$ cat src/rtl/rotation_arbiter.sv
// Round-robin arbiter that shares one registered right-rotate datapath between two requesters.
// Optional build macro ROT_LEFT_EN adds dir0/dir1 inputs (1 = rotate left). WIDTH must equal 2**SHW.

module right_rotation #(
    parameter int WIDTH = 8,
    parameter int SHW   = 3
) (
    input  logic [WIDTH-1:0] din,
    input  logic [SHW-1:0]   s,
    output logic [WIDTH-1:0] dout
);

    // Log-depth barrel: stage j rotates right by 2**j when s[j] is set.
    logic [WIDTH-1:0] stage [SHW+1];

    assign stage[0] = din;

    for (genvar j = 0; j < SHW; j++) begin : g_stage
        localparam int AMT = 2 ** j;
        assign stage[j+1] = s[j] ? {stage[j][AMT-1:0], stage[j][WIDTH-1:AMT]} : stage[j];
    end

    assign dout = stage[SHW];

endmodule

module rotation_arbiter #(
    parameter int WIDTH = 8,
    parameter int SHW   = 3
) (
    input  logic             clk,
    input  logic             rst_n,
    input  logic             req0,
    input  logic [WIDTH-1:0] din0,
    input  logic [SHW-1:0]   s0,
    input  logic             req1,
    input  logic [WIDTH-1:0] din1,
    input  logic [SHW-1:0]   s1,
`ifdef ROT_LEFT_EN
    input  logic             dir0,
    input  logic             dir1,
`endif
    output logic             gnt0,
    output logic             gnt1,
    output logic             busy,
    output logic [WIDTH-1:0] dout,
    output logic             done0,
    output logic             done1
);

    typedef enum logic {IDLE, BUSY} state_t;

    state_t           state_q, state_d;
    logic             ptr_q, ptr_d;       // 1: requester 1 wins a tie
    logic             owner_q, owner_d;
    logic [WIDTH-1:0] din_q, din_d;
    logic [SHW-1:0]   s_q, s_d;
    logic [WIDTH-1:0] dout_q, dout_d;
    logic             gnt0_q, gnt0_d, gnt1_q, gnt1_d;
    logic             done0_q, done0_d, done1_q, done1_d;
    logic             pick;
    logic [SHW-1:0]   rot_amt;
    logic [WIDTH-1:0] rot_out;

`ifdef ROT_LEFT_EN
    logic dir_q, dir_d;

    // Left by s equals right by (WIDTH - s) mod WIDTH; with WIDTH == 2**SHW that is -s in SHW bits.
    assign rot_amt = dir_q ? -s_q : s_q;
`else
    assign rot_amt = s_q;
`endif

    right_rotation #(
        .WIDTH(WIDTH),
        .SHW  (SHW)
    ) u_rot (
        .din (din_q),
        .s   (rot_amt),
        .dout(rot_out)
    );

    assign pick = (req0 && req1) ? ptr_q : req1;

    always_comb begin
        // NOTE: every next-state signal gets a default first, so no path leaves one unassigned (no latch).
        state_d = state_q;
        ptr_d   = ptr_q;
        owner_d = owner_q;
        din_d   = din_q;
        s_d     = s_q;
        dout_d  = dout_q;
        gnt0_d  = 1'b0;
        gnt1_d  = 1'b0;
        done0_d = 1'b0;
        done1_d = 1'b0;
`ifdef ROT_LEFT_EN
        dir_d   = dir_q;
`endif
        unique case (state_q)
            IDLE: begin
                if (req0 || req1) begin
                    owner_d = pick;
                    ptr_d   = ~pick;
                    state_d = BUSY;
                    if (pick) begin
                        gnt1_d = 1'b1;
                        din_d  = din1;
                        s_d    = s1;
`ifdef ROT_LEFT_EN
                        dir_d  = dir1;
`endif
                    end else begin
                        gnt0_d = 1'b1;
                        din_d  = din0;
                        s_d    = s0;
`ifdef ROT_LEFT_EN
                        dir_d  = dir0;
`endif
                    end
                end
            end
            BUSY: begin
                dout_d  = rot_out;
                done0_d = ~owner_q;
                done1_d = owner_q;
                state_d = IDLE;
            end
            default: state_d = IDLE;
        endcase
    end

    // NOTE: the latched operands are plain registers, so they are reset like all other state
    // and the rotator input is well defined from the first cycle.
    always_ff @(posedge clk or negedge rst_n) begin
        if (!rst_n) begin
            state_q <= IDLE;
            ptr_q   <= 1'b0;
            owner_q <= 1'b0;
            din_q   <= '0;
            s_q     <= '0;
            dout_q  <= '0;
            gnt0_q  <= 1'b0;
            gnt1_q  <= 1'b0;
            done0_q <= 1'b0;
            done1_q <= 1'b0;
`ifdef ROT_LEFT_EN
            dir_q   <= 1'b0;
`endif
        end else begin
            // NOTE: non-blocking assignments so every register samples pre-edge values.
            state_q <= state_d;
            ptr_q   <= ptr_d;
            owner_q <= owner_d;
            din_q   <= din_d;
            s_q     <= s_d;
            dout_q  <= dout_d;
            gnt0_q  <= gnt0_d;
            gnt1_q  <= gnt1_d;
            done0_q <= done0_d;
            done1_q <= done1_d;
`ifdef ROT_LEFT_EN
            dir_q   <= dir_d;
`endif
        end
    end

    assign busy  = (state_q == BUSY);
    assign gnt0  = gnt0_q;
    assign gnt1  = gnt1_q;
    assign done0 = done0_q;
    assign done1 = done1_q;
    assign dout  = dout_q;

endmodule

$ cat config.mk
export PLATFORM = sky130hd
export DESIGN_NAME = rotation_arbiter
export DESIGN_NICKNAME = d
export VERILOG_FILES = /design/src/rtl/rotation_arbiter.sv
export SDC_FILE = /design/constraint.sdc
export NUM_CORES = 1
export LEC_CHECK = 0
export CELL_PAD_IN_SITES_DETAIL_PLACEMENT = 0
export CELL_PAD_IN_SITES_GLOBAL_PLACEMENT = 1
export CORE_ASPECT_RATIO = 1.5
export CORE_UTILIZATION = 35
export CTS_BUF_LIST = sky130_fd_sc_hd__clkbuf_4 sky130_fd_sc_hd__clkbuf_8
export CTS_CLUSTER_SIZE = 16
export DETAILED_ROUTE_END_ITERATION = 10
export HOLD_SLACK_MARGIN = 0.06
export PLACE_DENSITY = 0.86
export SETUP_SLACK_MARGIN = 0.2
export SYNTH_ARGS = -nofsm -noshare
export SYNTH_HDL_FRONTEND = slang
export SYNTH_HIERARCHICAL = 1
export SYNTH_SLANG_ARGS = --single-unit
export TNS_END_PERCENT = 5
$ cat constraint.sdc
create_clock -name clk -period 2.9 [get_ports clk]
set_input_delay 0.29 -clock clk [delete_from_list [all_inputs] [get_ports clk]]
set_output_delay 0.29 -clock clk [all_outputs]
set_load 0.005 [all_outputs]
# == Yosys cells after proc, flatten, opt, wreduce, memory -nomap -nowiden ==
# Index checks and enable logic that the tools add are counted.
# totals
romBits,0
mem_count,0
latch_bits,0
elab_cells,32
register_bits,26
inputBits,26
out_inout_bits,13
mem_bits_rw,0
# op_classes
div,0
bitwise,3
muxes,16
n_eq_ne,0
shifts,0
n_reduce_logical,3
n_mul,0
addsub,0
order_cmp,0
# ops
cell,n
8-bit 2-to-1 mux,4
1-bit 2-to-1 mux,10
3-bit 2-to-1 mux,1
1-bit NOT,3
1-bit one-hot mux with 2 select lines,1
2-bit AND reduction,1
1-bit logical AND,1
1-bit logical OR,1

# == Depth between registers and ports, before layout ==
# Gate-level depths: netlist of run 1.
# depth
word_depth,5
depth_mapped,6
depth_no_buf,4

# == By module ==
# The synthesis of run 1 kept the hierarchy.
# modules_own_cells
module,cells_per_inst,area_per_inst_um2,instances,seq_area_each_um2
rotation_arbiter,101,1126.1,1,650.6
right_rotation,19,326.6,1,0.0

# == Worst setup path after synthesis of run 1 ==
# Ideal clock, no wire load.
# synth_timing
kind,reg-to-reg
start,reg s_q[2] (netlist: rot_amt[2])
end,reg dout_q[0] (netlist: dout[0])
setup_ps,125
t_arrival_ps,1527
slack_ps,1248
required_ps,2775
period_less_slack_ps,1652
stages_incl_launch_ff,5
path_buffers,1
cell_sequence,dfrtp_1 > buf_6 > mux4_1 > mux2_2 > mux2_2
# synth_via
elab_chain_len,1
# synth_rtl
element,line,text
start: declaration,57,"logic [SHW-1:0] s_q, s_d;"
start signal: assignment,141,s_q <= '0;
start signal: assignment,156,s_q <= s_d;
8-bit 2-to-1 mux,20,"assign stage[j+1] = s[j] ? {stage[j][AMT-1:0], stage[j][WIDTH-1:AMT]} : stage[j];"
via rot_out[0],63,logic [WIDTH-1:0] rot_out;
end signal: assignment,157,dout_q <= dout_d;
end: declaration,58,"logic [WIDTH-1:0] dout_q, dout_d;"
# The timed path passes the listed nets, and every way through them passes these cells.
# A chain may end at the register's enable or synchronous reset.

# == Final worst setup path of run 1 ==
# layout_timing
start,reg s_q[2] (netlist: rot_amt[2])
end,reg dout_q[6] (netlist: dout[6])
# Same word-level chain as after synthesis.

==> out/summary.txt, run 1 <==
Status -> finished, final reports clean
Fill count -> 378
WP data required -> 3060 ps
Diode count -> 0
Row count -> 28
Synthesized area -> 0.00145 mm²
DR vias/cell -> 5.49
DPL Wire Length -> 2310 µm
ANT nets after route -> 0
Total number of vias -> 1076
Switching part of the total -> 29.4%
Worst Path Class, Setup -> reg -> reg
Relative slew slack -> 62.0%
Min-Delay Path Class -> in -> async
RSZ-0062 raised after global routing -> false
TritonCTS clock tree -> done
Area grow syn2layout -> 26.4%
Startpoint types -> flop
Finished Cell Area -> 0.00184 mm²
Flop pwr share -> 44.0%
Internal power -> 0.000911 W
Post-CTS Resized -> 0
Clock root cell -> clkbuf_8
Worst setup margin -> 1030 ps
I/O Pins -> 39
Final Hold Fails -> 0
CTS max path bufs -> 2
GR Overflow Total -> 0
Crit Path Max Fanout -> 9
Clk pin slew, worst setup/hold paths -> 90 ps
Final GP Congestion -> 0.755
DRC -> 0
Tmin final -> 1870 ps
Chip height -> 80.9 µm
Cell leakage power -> 0.725 nW
Die Wd -> 54.6 µm
Crit end category -> flop
Final period util -> 64.5%
Post-DP Area -> 0.00179 mm²
Seq cells post-synth -> 26
Hold Buf Count CTS -> 0
Starting Density -> 36.7%
H-tree depth -> 1
Worst-margin pin slew -> 569 ps
Final Slew Violations -> 0
Distinct cells, synth -> 21
Avg Inst Size Synth -> 12.1 µm²
Pwr Density -> 703 mW/mm²
Number of global-route vias before repair -> 1032
Worst IR drop on VDD -> 443 µV
Met2 GRT Util -> 27.8%
Final clock skew -> 1.93 ps
Nets -> 179
Post-Layout Cell Count -> 196
Mapped Cells -> 120
CTS Buf Count -> 3
Port-buffer cells -> 38
Post-placement setup slack -> 948 ps
Achievable frequency -> 0.534 GHz
Drt first pass iters -> 4
Sw power -> 0.000379 W
Synth Warn # -> 6
Initial antenna violation count -> 0
Post-CTS setup buffers -> 0
Maxcap violations -> 0
Combinational Power Share -> 40.1%
Clock sink count -> 26
Sequential area share after synthesis -> 44.8%
Gr usage total -> 15.2%
Die Area -> 0.00442 mm²
Syn_nets -> 146
Placed insts -> 193
Largest net degree at the start of global routing -> 27
Initial drt markers -> 31
Drt wl/cell -> 16.0 µm
First-pass GRT wire length -> 4780 µm
Final Setup Violations -> 0
Fraction of layout cells with a size suffix above 1 -> 15.2%
Global-route layer with the greatest usage -> met2
Met3 Track Usage GR -> 2.43%
Worst-Skew Late Latency -> 270 ps
Arrival @ worst endpoint -> 2030 ps
Core Footprint -> 0.00396 mm²
Setup TNS Final -> 0 ps
Met1 global-route usage -> 16.8%
Clock power frac -> 15.9%
Final wirelength -> 3130 µm
==> power by group through the flow <==
stage	logic, W	registers [W]	clock network (W)
after global routing	0.000562	0.000588	0.000222
after CTS	0.000520	0.000569	0.000208
after detailed placement	0.000516	0.000577	0
after floorplan	0.000345	0.000540	0
after global placement	0.000504	0.000566	0
final	0.000517	0.000568	0.000205
==> cell usage after synthesis <==
cell / number / share of area, %
o21ai_0: 11 / 3.8
o21ai_1: 1 / 0.34
nand2b_2: 1 / 0.60
inv_2: 1 / 0.26
a21oi_1: 13 / 4.5
buf_1: 1 / 0.26
clkbuf_8: 1 / 0.95
o21bai_4: 1 / 1.3
nand2_1: 2 / 0.52
buf_6: 6 / 4.7
a31oi_1: 12 / 5.2
mux4_1: 8 / 14
mux2_2: 16 / 12
clkbuf_2: 1 / 0.34
and2_1: 1 / 0.43
nor2_1: 13 / 3.4
buf_2: 1 / 0.34
and2b_1: 1 / 0.52
dfrtp_1: 26 / 45
inv_1: 2 / 0.52
buf_4: 1 / 0.52
==> worst paths after layout <==
path	from	end	slack, ps	depth (start not counted)
max in group asynchronous	rst_n	gnt0$_DFF_PN0_	2260	2
setup / recovery	rot_amt[2]$_DFFE_PN0P_	dout[6]$_DFFE_PN0P_	1030	3
hold reg to reg	owner_q$_DFFE_PN0P_	done0$_DFF_PN0_	460	1
setup reg to reg	rot_amt[2]$_DFFE_PN0P_	dout[6]$_DFFE_PN0P_	1030	3
hold / removal	rst_n	dout[6]$_DFFE_PN0P_	380	2
min in group clk	owner_q$_DFFE_PN0P_	done0$_DFF_PN0_	460	1
==> layout make-up <==
cell class | instances | area [µm²] | area share, %
clock buffers | 3 | 41.3 | 2.25
multi-input cells | 80 | 688 | 37.5
repair buffers | 39 | 388 | 21.1
well taps | 45 | 56.3 | 3.07
inverters | 3 | 11.3 | 0.613
flip-flops and latches | 26 | 651 | 35.4
==> routing by layer <==
| layer | up-vias | wire length (µm) |
|---|---|---|
| met3 | 5 | 97 |
| met1 | 528 | 1230 |
| met2 | 34 | 1750 |
| met5 | - | 0 |
| met4 | 0 | 52 |
| li1 | 509 | - |
==> metrics by stage <==
stage / util (%) / power [W] / hold slack [ps]
final: 46.4 / 0.00129 / 381
after global routing: 46.4 / 0.00137 / 413
after CTS: 46.4 / 0.00130 / 390
after detailed placement: 45.3 / 0.00109 / 451
after global placement: 45.3 / 0.00107 / 441
after floorplan: - / 0.000885 / -5.59
==> critical path, cell delays in order (launching register included) <==
cell,delay (ps)
dfrtp_1,560
mux4_1,640
mux2_2,290
mux2_2,270
==> placed cells by master, fill, tap and decap left out, drive strengths merged <==
cell           instances
nand2b                 1
inv                    3
clkbuf                 3
nand2                  2
a21oi                 13
o21ai                 12
and2b                  1
dfrtp                 26
buf                    1
mux2                  16
mux4                   8
nor2                  13
o21bai                 1
a31oi                 12
and2                   1
clkdlybuf4s50         38
==> kinds of logic after synthesis <==
family                 after synthesis  synth area share, %
muxes                               24                 26.9
DFF                                 26                 44.8
buffers and inverters               14                 7.84
and+or+nand+nor                     18                 5.43
AOI/OAI and AO/OA                   38                 15.1
No activity file was read; power rests on OpenSTA's default activity.
==> inputs of run 2 (changes only) <==
--- a/config.mk
+++ b/config.mk
@@ -13,7 +13,7 @@
 export CTS_CLUSTER_SIZE = 16
 export DETAILED_ROUTE_END_ITERATION = 10
 export HOLD_SLACK_MARGIN = 0.06
-export PLACE_DENSITY = 0.86
+export PLACE_DENSITY = 0.89
 export SETUP_SLACK_MARGIN = 0.2
 export SYNTH_ARGS = -nofsm -noshare
 export SYNTH_HDL_FRONTEND = slang
==> constraint.sdc (replaced) <==
create_clock -name clk -period 1.7 [get_ports clk]
set_input_delay 0.17 -clock clk [delete_from_list [all_inputs] [get_ports clk]]
set_output_delay 0.17 -clock clk [all_outputs]
set_load 0.005 [all_outputs]
==> run 2 against run 1 <==
Clock-buffer cell count increased by 1; fmax increased by 11%; register-to-register slack lost 1000 ps; sequential share of layout area is 0.78 points lower; wire length down 2.7%; sequential power is 68% higher; worst hold slack got worse by 120 ps; final cell count rose by 3.1%; largest cell class unchanged; clock power increased by 95%.
==> out/summary.txt, run 2 (synthesis results as in run 1) <==
Status -> finished, final reports clean
Chip height -> 80.9 µm
Gr usage total -> 14.5%
Crit end category -> flop
Fin util -> 47.4%
Min-Delay Path Class -> in -> async
DRC -> 0
Maxcap violations -> 0
Clock sink count -> 26
Largest net degree at the start of global routing -> 27
Die Area -> 0.00442 mm²
GR Overflow Total -> 0
Crit-path max cell delay -> 500 ps
WP data required -> 1860 ps
Area grow syn2layout -> 29.2%
Top Layer Used -> met4
Worst IR drop on VDD -> 805 µV
Number of global-route vias before repair -> 1099
Met1 WL -> 1170 µm
Row count -> 28
DR vias/cell -> 5.47
Crit Path Max Fanout -> 9
Tot Pwr -> 0.00233 W
I/O Pins -> 39
Port-buffer cells -> 38
Worst-margin pin slew -> 366 ps
Most common cell after layout, fill and taps aside -> clkdlybuf4s50_1
Final period util -> 99.4%
Final Slew Violations -> 0
Final GP Congestion -> 0.903
Worst-Skew Late Latency -> 270 ps
Worst path cell trace -> buf_12 > mux4_2 > mux2_2 > mux2_2
Pwr Density -> 1240 mW/mm²
Final clock skew -> 3.50 ps
Fraction of layout cells with a size suffix above 1 -> 23.6%
H-tree depth -> 1
Drt first pass iters -> 4
Diode count -> 0
ANT nets after route -> 0
CTS Buf Count -> 3
RSZ-0062 raised after global routing -> true
First-pass GRT wire length -> 4780 µm
CTS max path bufs -> 2
Cell leakage power -> 0.740 nW
Total number of vias -> 1105
DPL Wire Length -> 2340 µm
Post-CTS setup buffers -> 0
Drt wl/cell -> 15.1 µm
Commonest cells after routing, fill and taps aside -> clkdlybuf4s50_1, dfrtp_1, mux2_2, nor2_1, a21oi_1
Arrival @ worst endpoint -> 1850 ps
Delay-heaviest family, CP -> multiplexers
Crit path buf inv count -> 1
Hold Buf Count CTS -> 0
Post-DP Area -> 0.00181 mm²
Finished Cell Area -> 0.00188 mm²
Nets -> 184
Starting Density -> 36.7%
Final Hold Fails -> 0
Relative slew slack -> 75.6%
Tmin final -> 1690 ps
WL met2 -> 1700 µm
Initial drt markers -> 22
Initial antenna violation count -> 0
Clock root cell -> clkbuf_8
Die Wd -> 54.6 µm
Clk pin slew, worst setup/hold paths -> 90 ps
Core Footprint -> 0.00396 mm²
Final Setup Violations -> 0
Critical-path top delay cell -> mux4_2
Worst Path Class, Setup -> reg -> reg
Final wirelength -> 3040 µm
TritonCTS clock tree -> done
Startpoint types -> flop
Most Frequent Cell on Critical Path -> mux2_2
Met3 routed WL -> 99 µm
Achievable frequency -> 0.592 GHz
## run 2: final cells by class
cell class	count	area (µm²)
multi-input cells	80	666
flip-flops and latches	26	651
inverters	3	11.3
repair buffers	44	438
clock buffers	4	55.1
well taps	45	56.3
fillers	370	2080
## run 2: power breakdown
group | total [W] | switching (W) | internal [W] | leakage, nW
sequential | 0.000955 | 0.000154 | 0.000801 | 0.301
combinational | 0.000973 | 0.000318 | 0.000655 | 0.410
clock | 0.000400 | 0.000193 | 0.000207 | 0.0288
## run 2: timing repair
action                                  in CTS  in global routing
resized for setup                            0                  2
gates cloned                                 0                  0
endpoints found under the setup margin       8                  9
## run 2: per-stage QoR
stage / worst slack [ps] / TNS (ps) / hold slack (ps) / std cells
2_1_floorplan: 86.0 / 0 / -126 / 120
3_3_place_gp: 44.6 / 0 / 426 / 198
3_5_place_dp: 31.7 / 0 / 440 / 198
4_1_cts: 8.25 / 0 / 266 / 202
5_1_grt: -5.03 / -7.44 / 300 / 202
6_report: 10.5 / 0 / 257 / 202
## run 2: final timing paths
kind,start,to,slack [ps],cells past startpoint
worst min register to register,owner_q$_DFFE_PN0P_,done0$_DFF_PN0_,450,1
worst min-delay path,rst_n,dout[5]$_DFFE_PN0P_,260,2
max in group asynchronous,rst_n,dout[0]$_DFFE_PN0P_,1190,2
min in group clk,owner_q$_DFFE_PN0P_,done0$_DFF_PN0_,450,1
worst max register to register,rot_amt[2]$_DFFE_PN0P_,dout[7]$_DFFE_PN0P_,10,4
worst max-delay path,rot_amt[2]$_DFFE_PN0P_,dout[7]$_DFFE_PN0P_,10,4
## run 2: layer usage
layer | track usage (%) | up-vias
met3 | 1.31 | 6
met1 | 16.2 | 550
li1 | - | 518
met2 | 26.0 | 31
met4 | 7.44 | 0
met5 | 0 | -
## run 2: worst register-to-register path: stages (launching register included)
cell and delay (ps):
dfrtp_1 380, buf_12 140, mux4_2 510, mux2_2 290
mux2_2 260
==> inputs of run 3 (changes only) <==
--- a/config.mk
+++ b/config.mk
@@ -8,12 +8,12 @@
 export CELL_PAD_IN_SITES_DETAIL_PLACEMENT = 0
 export CELL_PAD_IN_SITES_GLOBAL_PLACEMENT = 1
 export CORE_ASPECT_RATIO = 1.5
-export CORE_UTILIZATION = 35
+export CORE_UTILIZATION = 30
 export CTS_BUF_LIST = sky130_fd_sc_hd__clkbuf_4 sky130_fd_sc_hd__clkbuf_8
 export CTS_CLUSTER_SIZE = 16
 export DETAILED_ROUTE_END_ITERATION = 10
 export HOLD_SLACK_MARGIN = 0.06
-export PLACE_DENSITY = 0.89
+export PLACE_DENSITY = 0.79
 export SETUP_SLACK_MARGIN = 0.2
 export SYNTH_ARGS = -nofsm -noshare
 export SYNTH_HDL_FRONTEND = slang
==> run 3 against run 2 <==
First-iteration DRC count is 4.5% higher; critical path depth stayed put; sequential cell count stayed put; register-to-register slack hardly changed; core utilization is 5.3 points lower.
==> out/summary.txt, run 3 (synthesis results as in run 1) <==
Status -> finished, final reports clean
Number of global-route vias before repair -> 1113
Finished Cell Area -> 0.00193 mm²
Most common cell after layout, fill and taps aside -> clkdlybuf4s50_1
Critical-path top delay cell -> mux4_2
Final Setup Violations -> 0
Worst setup margin -> 9.83 ps
Reg2Reg Depth -> 4
Worst path cell trace -> buf_12 > mux4_2 > mux2_2 > mux2_2
Total number of vias -> 1088
DR vias/cell -> 4.90
H-tree depth -> 1
GR Overflow Total -> 0
Achievable frequency -> 0.592 GHz
Gr usage total -> 13.7%
Min-Delay Path Class -> in -> async
Maxcap violations -> 0
Core Footprint -> 0.00458 mm²
Clock sink count -> 26
TritonCTS clock tree -> done
Largest net degree at the start of global routing -> 27
Die Wd -> 58.8 µm
Startpoint types -> flop
Starting Density -> 31.7%
Crit path buf inv count -> 1
Most Frequent Cell on Critical Path -> mux2_2
RSZ-0062 raised after global routing -> true
Final Slew Violations -> 0
Crit-path max cell delay -> 520 ps
Reg2Reg Setup Slack -> 10 ps
Fraction of layout cells with a size suffix above 1 -> 24.7%
Relative slew slack -> 71.9%
Post-placement setup slack -> 19.5 ps
Crit Path Max Fanout -> 8
Commonest cells after routing, fill and taps aside -> clkdlybuf4s50_1, dfrtp_1, nor2_1, a21oi_1, a31oi_1
CTS Buf Count -> 3
CTS max path bufs -> 2
Worst IR drop on VDD -> 458 µV
Worst Path Class, Setup -> reg -> reg
Hold Buf Count CTS -> 0
Port-buffer cells -> 38
Final clock skew -> 4.10 ps
Chip height -> 87.2 µm
Initial drt markers -> 23
Diode count -> 0
I/O Pins -> 39
Row count -> 30
DRC -> 0
Nets -> 185
Final Hold Fails -> 0
DPL Wire Length -> 2410 µm
Arrival @ worst endpoint -> 1850 ps
Drt first pass iters -> 4
Clock root cell -> clkbuf_8
Clk pin slew, worst setup/hold paths -> 90 ps
Worst-Skew Late Latency -> 260 ps
WP data required -> 1860 ps
Final wirelength -> 3220 µm
Worst-margin pin slew -> 422 ps
Tmin final -> 1690 ps
Final period util -> 99.4%
Die Area -> 0.00513 mm²
Cell leakage power -> 0.767 nW
Delay-heaviest family, CP -> multiplexers
RR Endpoint -> dout[3]$_DFFE_PN0P_
Pwr Density -> 1240 mW/mm²
Initial antenna violation count -> 0
Final GP Congestion -> 0.753
Drt wl/cell -> 14.5 µm
ANT nets after route -> 0
Area grow syn2layout -> 32.7%
Crit end category -> flop
Worst R2R Start -> rot_amt[2]$_DFFE_PN0P_
First-pass GRT wire length -> 5460 µm
Post-DP Area -> 0.00184 mm²
run 3: cell types whose count changed in the layout (fill, tap and decap cells not counted), sizes merged:
cell,change
buf,+1
run 3: per-layer routing:
metal | vias to the layer above | routed length (µm) | GRT usage (%)
met5 | - | 0 | 0
met4 | 0 | 31 | 4.11
met3 | 2 | 67 | 1.63
met2 | 20 | 1860 | 24.8
met1 | 551 | 1270 | 16.5
li1 | 515 | - | -
run 3: report_power, final:
part | switching [W] | internal, W
clock | 0.000189 | 0.000207
combinational | 0.000343 | 0.000702
sequential | 0.000153 | 0.000802
total | 0.000685 | 0.00171
run 3: timing repair:
| action | 4_1_cts | 5_1_grt |
|---|---|---|
| resized for setup | 0 | 8 |
| gates cloned | 0 | 0 |
| buffers inserted | 1 | 0 |
| endpoints found under the setup margin | 8 | 8 |
| hold endpoints to repair | 0 | 0 |
run 3: worst reg2reg max path: stages, from the launching register on:
cell and delay (ps):
dfrtp_1 380, buf_12 140, mux4_2 520, mux2_2 290, mux2_2 260
run 3: final cells by class:
cell class	instances	area, µm²
Clock buffer	4	55.1
Fill cell	458	2650
Multi-Input combinational cell	80	684
Timing Repair Buffer	45	445
Inverter	3	11.3
Sequential cell	26	652
Tap cell	64	80.1
run 3: worst max path at each step:
stage                           start                   to  slack [ps]  cells after the start
2_1_floorplan  rot_amt[2]$_DFFE_PN0P_  dout[0]$_DFFE_PN0P_          90                      4
3_3_place_gp   rot_amt[2]$_DFFE_PN0P_  dout[6]$_DFFE_PN0P_          50                      4
3_5_place_dp   rot_amt[2]$_DFFE_PN0P_  dout[4]$_DFFE_PN0P_          20                      4
4_1_cts        rot_amt[2]$_DFFE_PN0P_  dout[4]$_DFFE_PN0P_           9                      4
5_1_grt        rot_amt[2]$_DFFE_PN0P_  dout[3]$_DFFE_PN0P_         -20                      4
6_report       rot_amt[2]$_DFFE_PN0P_  dout[3]$_DFFE_PN0P_          10                      4
run 3: stage by stage:
stage,setup TNS [ps],util (%),cells,power (W),hold slack (ps)
2_1_floorplan,0,-,120,0.00153,-126
3_3_place_gp,0,40.1,217,0.00190,429
3_5_place_dp,0,40.1,217,0.00194,434
4_1_cts,0,41.5,222,0.00234,285
5_1_grt,-84.7,42.1,222,0.00254,309
6_report,0,42.1,222,0.00240,275
